`config.mk`:
```
export PLATFORM = sky130hd
export DESIGN_NAME = sprite_anim_sequencer
export DESIGN_NICKNAME = d
export VERILOG_FILES = /design/src/rtl/sprite_anim_pkg.sv /design/src/rtl/sprite_anim_sequencer_frame_step_div.sv /design/src/rtl/sprite_anim_sequencer.sv
export SDC_FILE = /design/constraint.sdc
export NUM_CORES = 1
export LEC_CHECK = 0
export CAP_MARGIN = 20
export CORE_MARGIN = 10
export CORE_UTILIZATION = 52
export CTS_CLUSTER_SIZE = 25
export DETAILED_ROUTE_END_ITERATION = 8
export GPL_TIMING_DRIVEN = 1
export PLACE_DENSITY = 0.74
export REMOVE_ABC_BUFFERS = 1
export SYNTH_ARGS = -nofsm -noshare
export SYNTH_HDL_FRONTEND = slang
export SYNTH_SLANG_ARGS = --single-unit
```
`constraint.sdc`:
```
create_clock -name clk -period 1.8 [get_ports clk]
set_input_delay 0.18 -clock clk [delete_from_list [all_inputs] [get_ports clk]]
set_output_delay 0.18 -clock clk [all_outputs]
set_load 0.05 [all_outputs]
```
`src/rtl/sprite_anim_pkg.sv`:
```
// Shared types and constants for the sprite animation sequencer.
// Sprite sheet layout: every animation mode owns a group of four
// consecutive frame indices. base_of() returns the first index of a group.
package sprite_anim_pkg;

  typedef enum logic [1:0] {
    IDLE = 2'd0,
    WALK = 2'd1,
    RUN  = 2'd2,
    JUMP = 2'd3
  } anim_mode_t;

  localparam logic [3:0] IDLE_BASE        = 4'd0;
  localparam logic [3:0] WALK_BASE        = 4'd4;
  localparam logic [3:0] RUN_BASE         = 4'd8;
  localparam logic [3:0] JUMP_BASE        = 4'd12;
  localparam int         FRAMES_PER_GROUP = 4;

  function automatic logic [3:0] base_of(input anim_mode_t m);
    logic [3:0] b;
    case (m)
      IDLE:    b = IDLE_BASE;
      WALK:    b = WALK_BASE;
      RUN:     b = RUN_BASE;
      default: b = JUMP_BASE;
    endcase
    return b;
  endfunction

endpackage

```
`src/rtl/sprite_anim_sequencer_frame_step_div.sv`:
```
// Frame divider: counts frame_tick pulses and emits a one-cycle step pulse
// on every FRAMES_PER_STEP-th tick.
// Ports:
//   clk        in  clock
//   reset      in  synchronous active-high reset, counter -> 0
//   clear      in  restart the count (takes priority over frame_tick)
//   frame_tick in  one-cycle pulse per video frame
//   step       out one-cycle pulse, combinational from the qualifying tick
module frame_step_div #(
  parameter int FRAMES_PER_STEP = 6,
  parameter int DIV_W           = 6
) (
  input  logic clk,
  input  logic reset,
  input  logic clear,
  input  logic frame_tick,
  output logic step
);

  localparam logic [DIV_W-1:0] LAST = DIV_W'(FRAMES_PER_STEP - 1);

  logic [DIV_W-1:0] r_div_cnt;
  logic             w_hit;

  assign w_hit = frame_tick && (r_div_cnt == LAST);
  // A clear in the same cycle discards the tick entirely.
  assign step  = w_hit && !clear;

  always_ff @(posedge clk) begin
    if (reset || clear) begin
      r_div_cnt <= '0;
    end else if (frame_tick) begin
      r_div_cnt <= w_hit ? '0 : r_div_cnt + 1'b1;
    end
  end

endmodule

```
`src/rtl/sprite_anim_sequencer.sv`:
```
// Sprite animation sequencer: produces the 4-bit sprite frame index for the
// sprite sheet position mux. Looping modes (IDLE/WALK/RUN) cycle through
// their 4-frame group; JUMP plays 12..15 once, then returns to the looping
// mode that was active when the jump was accepted.
// Handshake: a command transfers when cmd_valid && cmd_ready; cmd_ready is
// low only while a jump plays, and commands offered then are dropped.
// Ports:
//   clk          in  clock
//   reset        in  synchronous active-high reset
//   frame_tick   in  one pulse per video frame
//   cmd_valid    in  command present
//   cmd          in  0=IDLE 1=WALK 2=RUN 3=JUMP
//   cmd_ready    out command can be accepted (mode != JUMP)
//   sprite_state out current frame index (registered)
//   anim_wrap    out one-cycle pulse when a loop wraps or a jump ends
module sprite_anim_sequencer
  import sprite_anim_pkg::*;
#(
  parameter int FRAMES_PER_STEP = 6,
  parameter int DIV_W           = 6
) (
  input  logic       clk,
  input  logic       reset,
  input  logic       frame_tick,
  input  logic       cmd_valid,
  input  logic [1:0] cmd,
  output logic       cmd_ready,
  output logic [3:0] sprite_state,
  output logic       anim_wrap
);

  anim_mode_t r_mode, r_ret_mode;
  logic [3:0] r_sprite_state;
  logic       r_anim_wrap;

  anim_mode_t w_mode_nxt, w_ret_nxt, w_cmd;
  logic [3:0] w_state_nxt;
  logic       w_wrap_nxt;
  logic       w_accept;
  logic       w_effective;
  logic       w_step;
  logic       w_loop_last;

  assign w_cmd     = anim_mode_t'(cmd);
  assign cmd_ready = (r_mode != JUMP);
  assign w_accept  = cmd_valid && cmd_ready;
  // Re-issuing the current looping mode is a no-op: it must not restart
  // the divider. Any accepted command still swallows a coincident tick.
  assign w_effective = w_accept && ((w_cmd == JUMP) || (w_cmd != r_mode));
  assign w_loop_last = (r_sprite_state[1:0] == 2'(FRAMES_PER_GROUP - 1));

  frame_step_div #(
    .FRAMES_PER_STEP (FRAMES_PER_STEP),
    .DIV_W           (DIV_W)
  ) u_div (
    .clk        (clk),
    .reset      (reset),
    .clear      (w_effective),
    .frame_tick (frame_tick && !w_accept),
    .step       (w_step)
  );

  always_comb begin
    w_mode_nxt  = r_mode;
    w_ret_nxt   = r_ret_mode;
    w_state_nxt = r_sprite_state;
    w_wrap_nxt  = 1'b0;
    if (w_effective) begin
      if (w_cmd == JUMP) begin
        w_ret_nxt   = r_mode;
        w_mode_nxt  = JUMP;
        w_state_nxt = JUMP_BASE;
      end else begin
        w_mode_nxt  = w_cmd;
        w_state_nxt = base_of(w_cmd);
      end
    end else if (w_step) begin
      if (r_mode == JUMP) begin
        if (r_sprite_state == JUMP_BASE + 4'(FRAMES_PER_GROUP - 1)) begin
          w_mode_nxt  = r_ret_mode;
          w_state_nxt = base_of(r_ret_mode);
          w_wrap_nxt  = 1'b1;
        end else begin
          w_state_nxt = r_sprite_state + 4'd1;
        end
      end else begin
        // Bases are multiples of 4, so OR-ing the wrapped offset is exact.
        w_state_nxt = base_of(r_mode) | {2'b00, r_sprite_state[1:0] + 2'd1};
        w_wrap_nxt  = w_loop_last;
      end
    end
  end

  always_ff @(posedge clk) begin
    if (reset) begin
      r_mode         <= IDLE;
      r_ret_mode     <= IDLE;
      r_sprite_state <= IDLE_BASE;
      r_anim_wrap    <= 1'b0;
    end else begin
      r_mode         <= w_mode_nxt;
      r_ret_mode     <= w_ret_nxt;
      r_sprite_state <= w_state_nxt;
      r_anim_wrap    <= w_wrap_nxt;
    end
  end

  assign sprite_state = r_sprite_state;
  assign anim_wrap    = r_anim_wrap;

endmodule

```
==> flow_summary.yaml, run 1 <==
run_status:
  status: "completed"
sta:
  fin_crit_sh: 0.9525
  fin_tns_setup_ps: 0
  slew_headroom: 0.6590
  layout_min_cycle_time_ps: 1714
  hold_viol: 0
  max_freq_ghz: 0.5833
  rsz0062_at_grt: "false"
  slew_violations: 0
  worstMarginPinSlew_ps: 509.9
  setup_violations: 0
  clock_skew_ps: 0.3660
final_layout:
  final_net_count: 123
  diodes: 0
  drive_gt1_frac: 0.1416
  final_cell_mix: "dfxtp_1, nor2_1, clkdlybuf4s50_1"
  area_delta_synth_final_pct: 17.44
  design_area_mm2: 0.001011
  final_common_cell: "dfxtp_1"
yosys:
  yosys_warnings: 0
  async_flop_share: 0
  syn_area_um2: 860.8
  postSynthAreaPerCell_um2: 8.695
  synth-seq-area-share: 0.3488
  synth_edf_count: 0
  synth.distinct_cells: 41
  ys.flop_type: "dfxtp_1"
  ys_ff_latch: 15
  synthCells: 99
clock_network:
  numCtsBuffers: 3
  cts_tree: "built"
  cts_resized: 0
  clockBufferDepth: 2
  hold_buffers: 0
  htree_levels: 1
  post_cts_buffers: 0
  cts_sinks: 15
  clk_pin_slew_ps: 100
  clockRootBuffer: "clkbuf_4"
  worstSkewPairLatency_ps: 290
power:
  p_seq_frac: 0.529
  power_frac_comb: 0.171
  switching_share: 0.2950
  p_leak_nw: 0.4000
  switching_power_w: 0.0002001
  clkPwrFrac: 0.299
  peakVddDrop_mv: 0.5818
  internal-power_w: 0.0004783
  powerDensity_mw_per_mm2: 671.0
placed_design:
  place_area_um2: 980.9
  dp_hpwl_um: 1471
  io_buffer_count: 11
  gp_congestion: 0.9325
worst_setup_path:
  crit_type: "reg -> out"
  critPathArrivalTime_ps: 1530
  crit_family: "buffers and inverters"
  start_kind: "flip-flop"
  path_max_fanout: 5
  slowest_stage: "clkdlybuf4s50_1"
  worst-path-buf-inv: 1
  cp_slowest_stage_delay_ps: 830
  cp.required_ps: 1620
  crit_chain: "clkdlybuf4s50_1"
  end_kind: "output port"
detailed_routing:
  drt_iter0_drc: 18
  post_drt_wl_per_cell_um: 14.74
  antenna_left: 0
  dr.pass1.iters: 4
  dr_total_vias: 775
  viasPerCell: 6.008
  routed_wl_um: 1902
  drcViolationCount: 0
floorplan:
  core_area_mm2: 0.001541
  die_area_mm2: 0.003683
  die_height_um: 60.69
  initial_core_util: 0.5584
  ios: 12
  rows: 14
  die_w_um: 60.69
grt:
  grt_pass1_vias: 753
  grt_pass1_wl_um: 3367
  grt_overflow_total: 0
  grt_usage: 0.1151
  antenna_found_initial: 0
  grt_max_degree: 11
worst_hold_path:
  min_path_type: "reg -> reg"
job:
  maxCapViolations: 0
[power by group through the flow]
stage / registers [W] / clock network [W] / logic, W
floorplan: 0.000376 / 0 / 0.0000585
global placement: 0.000366 / 0 / 0.000115
detailed placement: 0.000366 / 0 / 0.000116
CTS: 0.000359 / 0.000208 / 0.000117
global route: 0.000361 / 0.000221 / 0.000127
finish: 0.000359 / 0.000203 / 0.000116
[per-stage QoR]
| step | util | total power [W] | worst slack [ps] | hold WS (ps) | std cells |
|---|---|---|---|---|---|
| 6_report | 0.6558 | 0.0006784 | 85.59 | 518.9 | 129 |
| 4_1_cts | 0.6558 | 0.0006836 | 68.56 | 518.7 | 129 |
| 2_1_floorplan | - | 0.0004344 | 163.2 | 244.6 | 95 |
| 3_5_place_dp | 0.6364 | 0.0004820 | 77.51 | 497.9 | 125 |
| 3_3_place_gp | 0.6364 | 0.0004809 | 118.9 | 495.5 | 125 |
| 5_1_grt | 0.6558 | 0.0007092 | 26.97 | 570.8 | 129 |
[worst reg2reg max path, stage by stage, from the launching register on]
cell,delay [ps]
dfxtp_1,410
ha_1,170
and4b_1,350
nand3_1,160
nor4b_2,320
o31ai_1,90
[sequential cells by signal (all words and copies together), names as in the netlist]
signal / cells
u_div.r_div_cnt: 6
r_mode: 2
anim_wrap: 1
sprite_state: 4
r_ret_mode: 2
[worst paths after layout]
path / startpoint / endpoint / slack (ps) / depth (start not counted)
worst min-delay path: sprite_state[1] / sprite_state[1] / 520 / 2
worst max-delay path: sprite_state[0] / sprite_state[0] / 90 / 1
worst max register to register: u_div.r_div_cnt[0] / r_mode[1] / 190 / 5
worst min register to register: sprite_state[1] / sprite_state[1] / 520 / 2
[logic make-up after synthesis]
logic type | share of synthesized area
AO/OA/AOI/OAI | 0.1962
XOR/XNOR | 0.06105
adder cells (fa/ha/maj) | 0.04361
buffers and inverters | 0.05813
flip-flops | 0.3488
multiplexers | 0.03489
AND/OR/NAND/NOR | 0.2573
[cells in the mapped netlist, drive strengths merged (2+ instances only)]
| cell type | number | area, µm² |
|---|---|---|
| nand2b | 2 | 12.51 |
| nor2 | 12 | 45.04 |
| nand2 | 7 | 36.29 |
| buf | 4 | 27.52 |
| dfxtp | 15 | 300.3 |
| a21boi | 2 | 26.28 |
| mux2i | 3 | 30.03 |
| nand4 | 4 | 25.02 |
| inv | 6 | 22.52 |
| o21ai | 6 | 30.02 |
| nand3 | 4 | 20.02 |
| a21oi | 6 | 30.03 |
| xor2 | 5 | 43.79 |
| ha | 3 | 37.54 |
[area by class of cell]
cell class / instances / area [µm²]
fill: 144 / 530.5
inverter: 6 / 22.52
clock inverter: 1 / 7.507
sequential: 15 / 300.3
clock buffer: 3 / 22.52
multi-input combinational: 74 / 510.5
tap: 16 / 20.02
timing repair buffer: 14 / 127.6
[metal layers]
metal / routed length (µm) / up-vias / GRT usage
met3: 144 / 2 / 0.05219
met5: 0 / - / 0
li1: - / 380 / -
met4: 21 / 0 / 0.03135
met2: 1018 / 23 / 0.2067
met1: 717 / 370 / 0.1176
No activity file was read; power rests on OpenSTA's default activity.
==> run 2: changes to the inputs <==
- MAX_ROUTING_LAYER: not set -> met4
==> run 2 against run 1 <==
Setup slack lost 0.68 ps. Cell area is the same. Flip-flop and latch count is the same. Count of clock-buffer cells in the layout is the same. Hold slack is essentially flat. Clock skew is essentially flat. First-iteration DRC count is the same. Critical path type unchanged. Highest routed layer unchanged.
==> flow_summary.yaml, run 2 (synthesis gave the netlist of run 1 again) <==
run_status:
  status: "completed"
sta:
  rsz0062_at_grt: "false"
  slew_headroom: 0.6577
  worstMarginPinSlew_ps: 511.8
  max_freq_ghz: 0.5831
  fin_tns_setup_ps: 0
  setup_violations: 0
  clock_skew_ps: 0.3671
  layout_min_cycle_time_ps: 1715
  setup_ws_ps: 84.91
  fin_crit_sh: 0.9528
  hold_viol: 0
  slew_violations: 0
  hold-worst-slack_ps: 518.7
final_layout:
  diodes: 0
  final_cell_mix: "dfxtp_1, nor2_1, clkdlybuf4s50_1"
  largest_register_ffs: 6
  final_net_count: 123
  area_delta_synth_final_pct: 17.44
  final_common_cell: "dfxtp_1"
  fin_util: 0.6558
  drive_gt1_frac: 0.1416
  largest_register: "u_div.r_div_cnt"
placed_design:
  dpl_worst_slack_ps: 77.51
  gp_congestion: 0.9490
  dp_hpwl_um: 1471
  io_buffer_count: 11
detailed_routing:
  dr.pass1.iters: 4
  post_drt_wl_per_cell_um: 14.83
  drcViolationCount: 0
  dr_total_vias: 770
  viasPerCell: 5.969
  antenna_left: 0
  drt_iter0_drc: 18
  routed_wl_um: 1913
clock_network:
  hold_buffers: 0
  cts_sinks: 15
  post_cts_buffers: 0
  cts_tree: "built"
  cts_resized: 0
  worstSkewPairLatency_ps: 290
  clockBufferDepth: 2
  numCtsBuffers: 3
  clockRootBuffer: "clkbuf_4"
  clk_pin_slew_ps: 100
  htree_levels: 1
worst_setup_path:
  cp_slowest_stage_delay_ps: 830
  worst-path-buf-inv: 1
  crit_family: "buffers and inverters"
  path_max_fanout: 5
  end_kind: "output port"
  cp.required_ps: 1620
  start_kind: "flip-flop"
  critPathArrivalTime_ps: 1540
  crit_type: "reg -> out"
  crit_chain: "clkdlybuf4s50_1"
  slowest_stage: "clkdlybuf4s50_1"
power:
  p_leak_nw: 0.4000
  powerDensity_mw_per_mm2: 671.2
  power_w: 0.0006786
  peakVddDrop_mv: 0.5816
grt:
  grt_overflow_total: 0
  grt_max_degree: 11
  antenna_found_initial: 0
  grt_pass1_vias: 751
  grt_usage: 0.1190
  grt_pass1_wl_um: 3374
floorplan:
  rows: 14
  ios: 12
  initial_core_util: 0.5584
  core_area_mm2: 0.001541
  die_area_mm2: 0.003683
  die_height_um: 60.69
  die_w_um: 60.69
worst_hold_path:
  min_path_type: "reg -> reg"
job:
  maxCapViolations: 0
run 2: cell type report:
| type | instances | area, µm² |
|---|---|---|
| Fill cell | 144 | 530.5 |
| Multi-Input combinational cell | 74 | 510.5 |
| Sequential cell | 15 | 300.3 |
| Timing Repair Buffer | 14 | 127.6 |
| Clock buffer | 3 | 22.52 |
| Inverter | 6 | 22.52 |
| Tap cell | 16 | 20.02 |
| Clock inverter | 1 | 7.507 |
run 2: power by group:
group / leakage [nW] / internal [W] / switching (W) / total [W]
Sequential: 0.122 / 0.000342 / 0.0000175 / 0.000359
Clock: 0.0139 / 0.0000845 / 0.000119 / 0.000203
Combinational: 0.264 / 0.0000521 / 0.0000643 / 0.000116
run 2: tightest hold or removal path: stages, from the launching register on:
cell     delay, ps
dfxtp_1        360
nand2_1         70
a21oi_1         60
run 2: through the flow:
stage	cells	cell area (µm²)
final	129	1011
after global routing	129	1011
after CTS	129	1011
after detailed placement	125	980.9
after global placement	125	980.9
after floorplan	95	833.3
run 2: per-layer routing:
| layer | global-route usage | up-vias | part of all wire |
|---|---|---|---|
| li1 | - | 379 | - |
| met1 | 0.1188 | 362 | 0.38 |
| met2 | 0.2067 | 27 | 0.53 |
| met3 | 0.05219 | 2 | 0.079 |
| met4 | 0.03135 | 0 | 0.012 |
| met5 | - | - | 0 |
run 2: path summary, 6_finish.rpt:
kind | endpoint | startpoint | cells past startpoint | slack, ps
worst max-delay path | sprite_state[0] | sprite_state[0] | 1 | 80
worst min-delay path | sprite_state[1] | sprite_state[1] | 2 | 520
worst max register to register | r_mode[1] | u_div.r_div_cnt[0] | 5 | 190
worst min register to register | sprite_state[1] | sprite_state[1] | 2 | 520
==> run 3: changes to the inputs <==
- GPL_ROUTABILITY_DRIVEN: not set -> 0
==> results of run 3 <==
Final layout, timing and power as in run 2 (identical DEF).
